[src/rtl/aes_spi_pkg.sv]
// Shared definitions for the SPI subordinate frame interface of the AES cores:
// header codes, frame-sequence states and the key payload length lookup.
package aes_spi_pkg;

  localparam logic [1:0] KS_128    = 2'b00;
  localparam logic [1:0] KS_192    = 2'b01;
  localparam logic [1:0] KS_256    = 2'b10;
  localparam logic [1:0] HDR_REKEY = 2'b11;

  localparam int HDR_BITS = 2;

  typedef enum logic [1:0] {
    S_KEY = 2'd0,
    S_MSG = 2'd1,
    S_OUT = 2'd2
  } frame_state_e;

  // Payload bits that follow the header of a key frame; 0 for the illegal code.
  function automatic logic [8:0] keylen(input logic [1:0] size);
    case (size)
      KS_128:  return 9'd128;
      KS_192:  return 9'd192;
      KS_256:  return 9'd256;
      default: return 9'd0;
    endcase
  endfunction

endpackage

[src/rtl/spi_pin_sync.sv]
// Synchronises the asynchronous SPI pins into the system clock domain and
// produces single-cycle sclk rise/fall and cs fall/rise strobes.
module spi_pin_sync #(
  parameter int SYNC_STAGES = 2
) (
  input  logic clk,
  input  logic rst_n,
  input  logic cs,
  input  logic sclk,
  input  logic sdi,
  output logic sdi_s,
  output logic sclk_rise,
  output logic sclk_fall,
  output logic cs_fall,
  output logic cs_rise
);

  logic [SYNC_STAGES-1:0] cs_sync_q, cs_sync_d;
  logic [SYNC_STAGES-1:0] sclk_sync_q, sclk_sync_d;
  logic [SYNC_STAGES-1:0] sdi_sync_q, sdi_sync_d;
  logic                   cs_prev_q, cs_prev_d;
  logic                   sclk_prev_q, sclk_prev_d;
  logic                   cs_s, sclk_s;

  assign cs_s   = cs_sync_q[SYNC_STAGES-1];
  assign sclk_s = sclk_sync_q[SYNC_STAGES-1];
  assign sdi_s  = sdi_sync_q[SYNC_STAGES-1];

  always_comb begin
    cs_sync_d   = {cs_sync_q[SYNC_STAGES-2:0], cs};
    sclk_sync_d = {sclk_sync_q[SYNC_STAGES-2:0], sclk};
    sdi_sync_d  = {sdi_sync_q[SYNC_STAGES-2:0], sdi};
    cs_prev_d   = cs_s;
    sclk_prev_d = sclk_s;
  end

  // cs idles high so that leaving reset never looks like a frame boundary.
  always_ff @(posedge clk or negedge rst_n) begin
    if (!rst_n) begin
      cs_sync_q   <= '1;
      sclk_sync_q <= '0;
      sdi_sync_q  <= '0;
      cs_prev_q   <= 1'b1;
      sclk_prev_q <= 1'b0;
    end else begin
      cs_sync_q   <= cs_sync_d;
      sclk_sync_q <= sclk_sync_d;
      sdi_sync_q  <= sdi_sync_d;
      cs_prev_q   <= cs_prev_d;
      sclk_prev_q <= sclk_prev_d;
    end
  end

  assign sclk_rise = sclk_s & ~sclk_prev_q;
  assign sclk_fall = ~sclk_s & sclk_prev_q;
  assign cs_fall   = ~cs_s & cs_prev_q;
  assign cs_rise   = cs_s & ~cs_prev_q;

endmodule

[src/rtl/spi_sub_frame_if.sv]
// SPI subordinate front-end: deserialises key and message frames for the AES
// core and serialises the core result back on sdo, all on the system clock.
module spi_sub_frame_if
  import aes_spi_pkg::*;
#(
  parameter int SYNC_STAGES = 2,
  parameter int BLK_W       = 128,
  parameter int KEY_W_MAX   = 256
) (
  input  logic                 clk,
  input  logic                 rst_n,
  input  logic                 cs,
  input  logic                 sclk,
  input  logic                 sdi,
  output logic                 sdo,
  output logic [KEY_W_MAX-1:0] key_o,
  output logic [1:0]           key_size_o,
  output logic                 key_valid_o,
  output logic [BLK_W-1:0]     blk_o,
  output logic                 blk_valid_o,
  input  logic [BLK_W-1:0]     res_i,
  input  logic                 res_valid_i,
  output logic                 frame_err_o
);

  logic sdi_s, sclk_rise, sclk_fall, cs_fall, cs_rise;

  spi_pin_sync #(
    .SYNC_STAGES(SYNC_STAGES)
  ) u_pin_sync (
    .clk      (clk),
    .rst_n    (rst_n),
    .cs       (cs),
    .sclk     (sclk),
    .sdi      (sdi),
    .sdi_s    (sdi_s),
    .sclk_rise(sclk_rise),
    .sclk_fall(sclk_fall),
    .cs_fall  (cs_fall),
    .cs_rise  (cs_rise)
  );

  frame_state_e           state_q, state_d;
  logic                   active_q, active_d;
  logic                   done_q, done_d;
  logic                   rekey_ok_q, rekey_ok_d;
  logic                   res_loaded_q, res_loaded_d;
  logic                   out_has_res_q, out_has_res_d;
  logic [8:0]             cnt_q, cnt_d;
  logic [1:0]             hdr_q, hdr_d;
  logic [KEY_W_MAX-1:0]   rx_q, rx_d;
  logic [BLK_W+1:0]       tx_q, tx_d;
  logic [BLK_W-1:0]       res_q, res_d;
  logic [KEY_W_MAX-1:0]   key_q, key_d;
  logic [1:0]             key_size_q, key_size_d;
  logic                   key_valid_q, key_valid_d;
  logic [BLK_W-1:0]       blk_q, blk_d;
  logic                   blk_valid_q, blk_valid_d;
  logic                   err_q, err_d;

  logic       rise_act, fall_act, hdr_last, pay_last, hdr_err, rekey, abort;
  logic [1:0] hdr_full;
  logic [8:0] pay_len, frame_len, cnt_inc, key_shift;

  // Once a frame is done (complete, rejected or rekeyed) further sclk rises are ignored.
  assign rise_act  = sclk_rise & active_q & ~done_q;
  assign fall_act  = sclk_fall & active_q;
  assign hdr_full  = {hdr_q[0], sdi_s};
  assign pay_len   = (state_q == S_KEY) ? keylen(hdr_q) : 9'(BLK_W);
  assign frame_len = pay_len + 9'(HDR_BITS);
  assign cnt_inc   = cnt_q + 9'd1;
  assign key_shift = 9'(KEY_W_MAX) - pay_len;
  assign hdr_last  = rise_act & (cnt_q == 9'(HDR_BITS - 1));
  assign pay_last  = rise_act & (cnt_q >= 9'(HDR_BITS)) & (cnt_inc == frame_len);
  assign rekey     = hdr_last & (state_q == S_MSG) & (hdr_full == HDR_REKEY) & rekey_ok_q;
  assign hdr_err   = hdr_last & (((state_q == S_KEY) & (hdr_full == HDR_REKEY)) |
                                 ((state_q == S_MSG) & (hdr_full != KS_128) & ~rekey));
  assign abort     = cs_rise & active_q & ~done_q;

  always_ff @(posedge clk or negedge rst_n) begin
    if (!rst_n) state_q <= S_KEY;
    else        state_q <= state_d;
  end

  always_comb begin
    state_d = state_q;
    if (rekey) begin
      state_d = S_KEY;
    end else if (pay_last) begin
      case (state_q)
        S_KEY:   state_d = S_MSG;
        S_MSG:   state_d = S_OUT;
        S_OUT:   state_d = S_MSG;
        default: state_d = S_KEY;
      endcase
    end
  end

  always_comb begin
    active_d      = active_q;
    done_d        = done_q;
    rekey_ok_d    = rekey_ok_q;
    res_loaded_d  = res_loaded_q;
    out_has_res_d = out_has_res_q;
    cnt_d         = cnt_q;
    hdr_d         = hdr_q;
    rx_d          = rx_q;
    tx_d          = tx_q;
    res_d         = res_q;
    key_d         = key_q;
    key_size_d    = key_size_q;
    key_valid_d   = 1'b0;
    blk_d         = blk_q;
    blk_valid_d   = 1'b0;
    err_d         = 1'b0;

    // A result arriving while a readout frame is in flight is dropped so sdo stays consistent.
    if (res_valid_i && !((state_q == S_OUT) && active_q)) begin
      res_d        = res_i;
      res_loaded_d = 1'b1;
    end

    if (cs_fall) begin
      active_d      = 1'b1;
      done_d        = 1'b0;
      cnt_d         = '0;
      hdr_d         = '0;
      rx_d          = '0;
      tx_d          = ((state_q == S_OUT) && res_loaded_q) ? {2'b00, res_q} : '0;
      out_has_res_d = res_loaded_q;
    end else begin
      if (rise_act) begin
        cnt_d = cnt_inc;
        if (cnt_q < 9'(HDR_BITS)) hdr_d = hdr_full;
        else                      rx_d  = {rx_q[KEY_W_MAX-2:0], sdi_s};
      end
      if (fall_act) tx_d = {tx_q[BLK_W:0], 1'b0};
      if (cs_rise) begin
        active_d = 1'b0;
        tx_d     = '0;
        err_d    = abort;
      end
      if (hdr_err) begin
        done_d = 1'b1;
        err_d  = 1'b1;
      end
      if (rekey) begin
        done_d     = 1'b1;
        rekey_ok_d = 1'b0;
      end
      if (pay_last) begin
        done_d = 1'b1;
        case (state_q)
          S_KEY: begin
            key_d       = rx_d << key_shift;
            key_size_d  = hdr_q;
            key_valid_d = 1'b1;
            rekey_ok_d  = 1'b0;
          end
          S_MSG: begin
            blk_d        = rx_d[BLK_W-1:0];
            blk_valid_d  = 1'b1;
            res_loaded_d = 1'b0;
          end
          S_OUT: begin
            rekey_ok_d = 1'b1;
            err_d      = ~out_has_res_q;
          end
          default: ;
        endcase
      end
    end
  end

  always_ff @(posedge clk or negedge rst_n) begin
    if (!rst_n) begin
      active_q      <= 1'b0;
      done_q        <= 1'b0;
      rekey_ok_q    <= 1'b0;
      res_loaded_q  <= 1'b0;
      out_has_res_q <= 1'b0;
      cnt_q         <= '0;
      hdr_q         <= '0;
      rx_q          <= '0;
      tx_q          <= '0;
      res_q         <= '0;
      key_q         <= '0;
      key_size_q    <= '0;
      key_valid_q   <= 1'b0;
      blk_q         <= '0;
      blk_valid_q   <= 1'b0;
      err_q         <= 1'b0;
    end else begin
      active_q      <= active_d;
      done_q        <= done_d;
      rekey_ok_q    <= rekey_ok_d;
      res_loaded_q  <= res_loaded_d;
      out_has_res_q <= out_has_res_d;
      cnt_q         <= cnt_d;
      hdr_q         <= hdr_d;
      rx_q          <= rx_d;
      tx_q          <= tx_d;
      res_q         <= res_d;
      key_q         <= key_d;
      key_size_q    <= key_size_d;
      key_valid_q   <= key_valid_d;
      blk_q         <= blk_d;
      blk_valid_q   <= blk_valid_d;
      err_q         <= err_d;
    end
  end

  assign sdo         = tx_q[BLK_W+1];
  assign key_o       = key_q;
  assign key_size_o  = key_size_q;
  assign key_valid_o = key_valid_q;
  assign blk_o       = blk_q;
  assign blk_valid_o = blk_valid_q;
  assign frame_err_o = err_q;

endmodule

[config.mk]
export PLATFORM = sky130hd
export DESIGN_NAME = spi_sub_frame_if
export DESIGN_NICKNAME = d
export VERILOG_FILES = /design/src/rtl/aes_spi_pkg.sv /design/src/rtl/spi_pin_sync.sv /design/src/rtl/spi_sub_frame_if.sv
export SDC_FILE = /design/constraint.sdc
export NUM_CORES = 2
export LEC_CHECK = 0
export BUFFER_PORTS_ARGS = -buffer_cell sky130_fd_sc_hd__buf_2
export CAP_MARGIN = 10
export CELL_PAD_IN_SITES_DETAIL_PLACEMENT = 1
export CELL_PAD_IN_SITES_GLOBAL_PLACEMENT = 1
export CORE_ASPECT_RATIO = 0.75
export CORE_MARGIN = 4
export CORE_UTILIZATION = 30
export DETAILED_ROUTE_END_ITERATION = 10
export MAX_ROUTING_LAYER = met4
export PLACE_DENSITY = 0.54
export SLEW_MARGIN = 15
export SYNTH_ARGS = -nofsm -noshare
export SYNTH_HDL_FRONTEND = slang
export SYNTH_SLANG_ARGS = --single-unit
export TNS_END_PERCENT = 20
[constraint.sdc]
create_clock -name clk -period 2.85 [get_ports clk]
set_clock_uncertainty 0.15 [all_clocks]
set_input_delay 0.57 -clock clk [delete_from_list [all_inputs] [get_ports clk]]
set_output_delay 0.57 -clock clk [all_outputs]
set_load 0.01 [all_outputs]
=== Word level (Yosys, flattened, before mapping) ===
Cells that the tools add are included.

* Add/subtract/negate cells: 3
* Magnitude comparators: 2
* Eq/ne operators: 7
* Shift operators: 1
* Multiplexer cells: 42
* Bitwise operators: 28
* Reductions and logical operators: 17

{| class="wikitable"
|+ Operator list
! cell !! count
|-
| $mux W256 || 4
|-
| $mux W130 || 3
|-
| $shl A256 B9 Y256 || 1
|-
| $mux W128 || 1
|-
| $mux W9 || 3
|-
| $pmux W9 S3 || 1
|-
| $mux W1 || 23
|-
| $and A1 B1 Y1 || 19
|-
| $mux W2 || 5
|-
| $reduce_bool A2 Y1 || 5
|-
| $add A9 B1 Y9 const B || 1
|-
| $add A9 B2 Y9 const B || 1
|-
| $eq A9 B1 Y1 const B || 1
|-
| $eq A9 B9 Y1 || 1
|-
| $ge A9 B2 Y1 const B || 1
|-
| $lt A9 B2 Y1 const B || 1
|-
| $sub A9 B9 Y9 const A || 1
|-
| $not A1 Y1 || 8
|-
| $eq A2 B2 Y1 const B || 3
|-
| $reduce_and A3 Y1 || 2
|-
| $eq A2 B1 Y1 const B || 2
|-
| $logic_not A2 Y1 || 2
|-
| $pmux W2 S2 || 1
|-
| $reduce_bool A4 Y1 || 1
|-
| other kinds (7) || 9
|}

* Register bits after elaboration: 929
* Input port bits: 134

=== Logic depth before layout (Yosys ltp) ===
* Depth in word-level cells: 16
* Gate-level depth with buffers: 10

=== By module ===
Synthesis repeated with hierarchy kept, for this count alone.

* Cell total of the unflattened synthesis: 3975
* Area, all modules: 42527.0 um2

{| class="wikitable"
|+ By module, submodules not included
! module !! instances !! cells each !! area each (um2) !! sequential area each (um2)
|-
| spi_sub_frame_if || 1 || 3963 || 42288.1 || 23047.1
|-
| spi_pin_sync || 1 || 12 || 239.0 || 203.9
|}

=== Least setup slack after synthesis ===
No wires, ideal clock.

* Path kind: register to register
* From: register cnt_q[4]
* To: register key_q[133] (netlist: key_o[133])
* Arrival: 2.635 ns
* Path slack: -0.062 ns
* Cell stages (with the launch flop): 10
* Path buffers: 4
* Cell sequence: dfrtp_1 > clkbuf_1 > or4_1 > o31ai_1 > clkbuf_1 > buf_2 > buf_2 > mux2i_1 > o22ai_1 > mux2_1

* Cells in the longest elaborated chain, start to end: 5

{| class="wikitable"
|+ RTL lines
! what !! RTL line !! text
|-
| from (decl) || spi_sub_frame_if.sv:49 || <nowiki>logic [8:0] cnt_q, cnt_d;</nowiki>
|-
| from (signal assigned) || spi_sub_frame_if.sv:199 || <nowiki>cnt_q <= cnt_d;</nowiki>
|-
| $lt A9 B2 Y1 || spi_sub_frame_if.sv:134 || <nowiki>if (cnt_q < 9'(HDR_BITS)) hdr_d = hdr_full;</nowiki>
|-
| $mux W256 || spi_sub_frame_if.sv:134 ||
|-
| $mux W256 || spi_sub_frame_if.sv:132 || <nowiki>if (rise_act) begin</nowiki>
|-
| $mux W256 || spi_sub_frame_if.sv:123 || <nowiki>if (cs_fall) begin</nowiki>
|-
| $shl A256 B9 Y256 || spi_sub_frame_if.sv:155 || <nowiki>key_d = rx_d << key_shift;</nowiki>
|-
| to (signal assigned) || spi_sub_frame_if.sv:204 || <nowiki>key_q <= key_d;</nowiki>
|-
| to (decl) || spi_sub_frame_if.sv:54 || <nowiki>logic [KEY_W_MAX-1:0] key_q, key_d;</nowiki>
|}

Parallel ways exist; a longest one is shown, timed or not. The select of a mux whose other input is x is not followed.
A chain may end at the register's enable or synchronous reset.

=== Worst setup path after layout ===
* From: register state_q[1]
* To: register blk_q[101] (netlist: blk_o[101])

* Cells in the longest elaborated chain, start to end: 6

{| class="wikitable"
|+ RTL lines
! what !! RTL line !! text
|-
| from (decl) || spi_sub_frame_if.sv:43 || <nowiki>frame_state_e state_q, state_d;</nowiki>
|-
| from (signal assigned) || spi_sub_frame_if.sv:82 || <nowiki>else state_q <= state_d;</nowiki>
|-
| $logic_not A2 Y1 || spi_sub_frame_if.sv:69 || <nowiki>assign pay_len = (state_q == S_KEY) ? keylen(hdr_q) : 9'(BLK_W);</nowiki>
|-
| $mux W9 || spi_sub_frame_if.sv:69 ||
|-
| $add A9 B2 Y9 || spi_sub_frame_if.sv:70 || <nowiki>assign frame_len = pay_len + 9'(HDR_BITS);</nowiki>
|-
| $eq A9 B9 Y1 || spi_sub_frame_if.sv:74 || <nowiki>assign pay_last = rise_act & (cnt_q >= 9'(HDR_BITS)) & (cnt_inc == frame_len);</nowiki>
|-
| $and A1 B1 Y1 || spi_sub_frame_if.sv:74 ||
|-
| $reduce_and A3 Y1 (no line) (*) || n/a ||
|-
| to (signal assigned) || spi_sub_frame_if.sv:207 || <nowiki>blk_q <= blk_d;</nowiki>
|-
| to (decl) || spi_sub_frame_if.sv:57 || <nowiki>logic [BLK_W-1:0] blk_q, blk_d;</nowiki>
|}

Mark *: on every way between the ends. The rest lies on a longest branch, timed or not.

==> results.md <==
Status:
- The run finished, with violations left.
- The final reports fail on negative setup slack.

Logic synthesis:
- The number of synthesized flops with an enable pin is 0.
- The main flop type after synthesis is sky130_fd_sc_hd__dfrtp_1.
- The leading area contributor after synthesis is sky130_fd_sc_hd__dfrtp_1.
- The share of synthesized flip-flops with an asynchronous set or reset is 100%.
- Summing every instance area after synthesis gives 42500 um2.
- For this run, the register share of the synthesized area comes to 54.8%.
- The proportion of netlist area held by the largest area contributor is 54.6%.
- The number of distinct library cell variants in the gate-level netlist after synthesis is 49.
- Counting every instance in the synthesized netlist gives 3800.
- In the post-synthesis netlist, the biggest area contributors are sky130_fd_sc_hd__dfrtp_1 55%, sky130_fd_sc_hd__mux2_2 9.9%, sky130_fd_sc_hd__mux2i_1 9.1%.
- The net count after synthesis is 3940.
- After synthesis the netlist holds a flip-flop and latch count of 929.
- For this run, the number of Yosys warnings is 0.
- Dividing the synthesized area by the synthesized cell count gives 11.2 um2.

Placed design:
- At the end of routability-driven placement, the weighted congestion stood at 0.812.
- The count of port buffers added during placement is 523.
- The HPWL after detailed placement is 102000 um.

GRT:
- The number of antenna violations at the first check in global routing is 2.
- The pin count of the biggest net entering global routing is 154.
- The number of global-route vias before repair is 34800.
- The sum of overflow across all layers after global routing is 0.
- The first-pass GRT wire length is 226000 um.
- The total global-route track usage is 20.3%.

Floorplan:
- In this run the vertical extent of the chip is 334 um.
- During I/O placement, the number of pins put on the boundary was 524.
- The area of the die is 148000 um2.
- In this run the core area contains 119 standard-cell rows.
- For this configuration, the core starts out at a cell density of 30.2%.
- The region available for standard cell placement spans 141000 um2.
- The die width is 442 um.

Clock tree:
- Counting along the longest clock path gives a buffer depth of 3.
- The clock tree from TritonCTS is built.
- TritonCTS created 103 clock buffers.
- CTS placed an instance of sky130_fd_sc_hd__clkbuf_16 at the clock tree root.
- The insertion delay of the later-clocked pin in the worst-skew pair is 0.73 ns.
- The maximum level of the CTS H-tree is 3.
- The tree built by TritonCTS fans out to 929 sinks.
- The clock transition at the registers of the reported paths is 0.07 ns.

Worst hold path:
- The path class of the tightest hold or removal check is flip-flop to flip-flop.
- The worst hold path stage count is 0.

Pwr:
- The power per cell area is 535 nW/um2.
- VDD sags by at most 0.490 mV.
- The leakage power summed over all cells is 26.9 nW.
- The total chip power is 30.1 mW.

Run:
- The tool flagged a number of max-cap violations equal to 0.

Critical path:
- The critical path endpoint category is a flip-flop.
- For the worst setup path, the data required time is 3.30 ns.
- The worst setup path is of the flip-flop to flip-flop kind.
- In this run the worst path has a maximum fanout of 6.
- The kind of start point of the critical path is a flip-flop.
- The data arrival time at the worst-slack endpoint is 3.42 ns.
- The count of cells along the worst register-to-register path is 11.

Layout:
- The post-route netlist has 32.9% of its cells at a drive strength greater than 1.
- Relative to the synthesized area, the layout overhead comes to 32.6%.
- In the layout the commonest cells are 923 x sky130_fd_sc_hd__dfrtp_1, 725 x sky130_fd_sc_hd__nand2_1, 522 x sky130_fd_sc_hd__buf_2.
- The most frequent standard cell in the layout excluding fill and tap cells is sky130_fd_sc_hd__dfrtp_1.
- The final net count is 4801.

STA:
- The clock period minus worst slack is 2.97 ns.
- The final count of hold timing violations was 0.
- The top achievable clock speed is 337 MHz.
- The share of the cycle needed by the critical path after routing is 104%.
- The final number of setup-violating endpoints is 168.
- Setup repair after global routing could not meet its margin everywhere.
- Hold is met by 0.197 ns.
- The count of final max-slew check failures is 0.
- The final critical-path setup slack is -0.119 ns.
- For the pin with the worst max-slew slack, the measured transition is 0.882 ns.
- Headroom to the max-slew limit came out at 41.2%.

Routing:
- The total vias in the final route is 32200.
- The remaining routing DRC violations is 0.
- The number of DRC violations after detailed-routing iteration 0 is 1731.
- The detailed-route wire length per cell is 22.3 um.
- Once detail routing completed, the nets flagged for antenna violations numbered 0.
- The first detailed-routing pass ran for 5 iterations.
- The via count normalized by instance count is 4.86.
- The post-detailed-routing wire length is 147000 um.
[metal layers]
layer | track usage, % | share of wire (%)
met5 | - | 0
met4 | 5.01 | 2.5
met3 | 3.48 | 3.7
met2 | 30.8 | 45
met1 | 28.1 | 49
[flip-flops by register name, summed over array words and instances (netlist names), 2 cells and up]
register / cells
blk_o: 128
cnt_q: 9
hdr_q: 2
key_o: 256
key_size_o: 2
res_q: 128
rx_q: 256
state_q: 2
tx_q: 130
u_pin_sync.cs_sync_q: 2
u_pin_sync.sclk_sync_q: 2
u_pin_sync.sdi_sync_q: 2
[worst paths after layout]
| check | start | endpoint | slack, ns |
|---|---|---|---|
| setup reg to reg | state_q[1] | blk_o[101] | -0.12 |
| min in group asynchronous | rst_n | rx_q[65] | 0.28 |
| hold reg to reg | u_pin_sync.sclk_sync_q[0] | u_pin_sync.sclk_sync_q[1] | 0.20 |
| hold / removal | u_pin_sync.sclk_sync_q[0] | u_pin_sync.sclk_sync_q[1] | 0.20 |
| max in group asynchronous | rst_n | key_o[124] | 1.29 |
| setup / recovery | state_q[1] | blk_o[101] | -0.12 |
[critical path, stage by stage (launching register included)]
cell and delay, ns:
sky130_fd_sc_hd__dfrtp_2 0.46, sky130_fd_sc_hd__buf_6 0.14, sky130_fd_sc_hd__nor3b_4 0.21, sky130_fd_sc_hd__xor2_1 0.20, sky130_fd_sc_hd__xnor2_1 0.16, sky130_fd_sc_hd__a22oi_2 0.17
sky130_fd_sc_hd__nor4_4 0.38, sky130_fd_sc_hd__buf_6 0.16, sky130_fd_sc_hd__buf_12 0.13, sky130_fd_sc_hd__buf_16 0.16, sky130_fd_sc_hd__buf_16 0.16, sky130_fd_sc_hd__mux2_2 0.33
[area by class of cell]
class / instances / area, um2
Timing Repair Buffer: 1044 / 8400
Clock inverter: 48 / 717
Tap cell: 1875 / 2350
Inverter: 75 / 282
Multi-Input combinational cell: 2508 / 18400
Antenna cell: 2 / 5.00
Clock buffer: 139 / 2930
Sequential cell: 929 / 23300
Fill cell: 15300 / 84200
[repair_timing]
item / in CTS / in global routing
setup endpoints to repair: 380 / 387
gates cloned: 10 / 5
gates resized for setup: 83 / 127
hold endpoints to repair: 155 / 0
buffers inserted: 25 / 6
hold buffers: 132 / 0
pin swaps: 9 / 9
[per-stage QoR]
step	setup slack [ns]	instance area (um2)	instances	setup TNS, ns	util, %
finish	-0.119	56300	6620	-7.97	40.1
global route	-0.244	56300	6620	-46.04	40.1
CTS	-0.0699	55700	6609	-3.62	39.6
detailed placement	-0.194	49800	6255	-44.66	35.4
global placement	-0.185	49800	6255	-44.94	35.4
floorplan	-0.0625	42500	3800	-4.41	-
[cell families (layout without fill, tap and decap cells)]
logic type	count (synthesis)	after routing	share of synthesized area, %
flip-flops	929	929	54.8
adder cells (fa/ha/maj)	7	7	0.200
AO/OA/AOI/OAI	599	599	8.84
buffers and inverters	363	1306	3.62
other	0	2	0
multiplexers	902	902	22.8
AND/OR/NAND/NOR	986	986	9.49
XOR/XNOR	14	14	0.289
[where the power goes]
| part | leakage (nW) | internal (mW) | switching [mW] |
|---|---|---|---|
| Combinational | 12.5 | 0.821 | 1.29 |
| Clock | 1.79 | 8.53 | 5.98 |
| Sequential | 12.7 | 13.4 | 0.125 |
| Total | 26.9 | 22.7 | 7.39 |
[Yosys cell counts, types with 3 or more instances]
master	instances
sky130_fd_sc_hd__a211oi_1	3
sky130_fd_sc_hd__nor4_1	6
sky130_fd_sc_hd__nor2b_1	5
sky130_fd_sc_hd__nand2b_1	3
sky130_fd_sc_hd__or3_1	3
sky130_fd_sc_hd__o22ai_1	65
sky130_fd_sc_hd__xor2_1	7
sky130_fd_sc_hd__buf_1	14
sky130_fd_sc_hd__dfrtp_1	926
sky130_fd_sc_hd__buf_4	28
sky130_fd_sc_hd__xnor2_1	7
sky130_fd_sc_hd__nand4_1	6
sky130_fd_sc_hd__mux2_1	145
sky130_fd_sc_hd__a22oi_1	128
sky130_fd_sc_hd__mux2i_1	384
sky130_fd_sc_hd__nor3_1	3
sky130_fd_sc_hd__o21ai_0	135
sky130_fd_sc_hd__buf_2	57
sky130_fd_sc_hd__and2_1	66
sky130_fd_sc_hd__a21oi_1	195
sky130_fd_sc_hd__nand3_1	4
sky130_fd_sc_hd__inv_1	74
sky130_fd_sc_hd__nor2_1	148
sky130_fd_sc_hd__a32o_1	64
sky130_fd_sc_hd__mux2_2	373
sky130_fd_sc_hd__ha_1	6
sky130_fd_sc_hd__nand2_1	728
sky130_fd_sc_hd__clkbuf_1	189
sky130_fd_sc_hd__dfstp_2	3
Power figures use the tool's default switching activity.
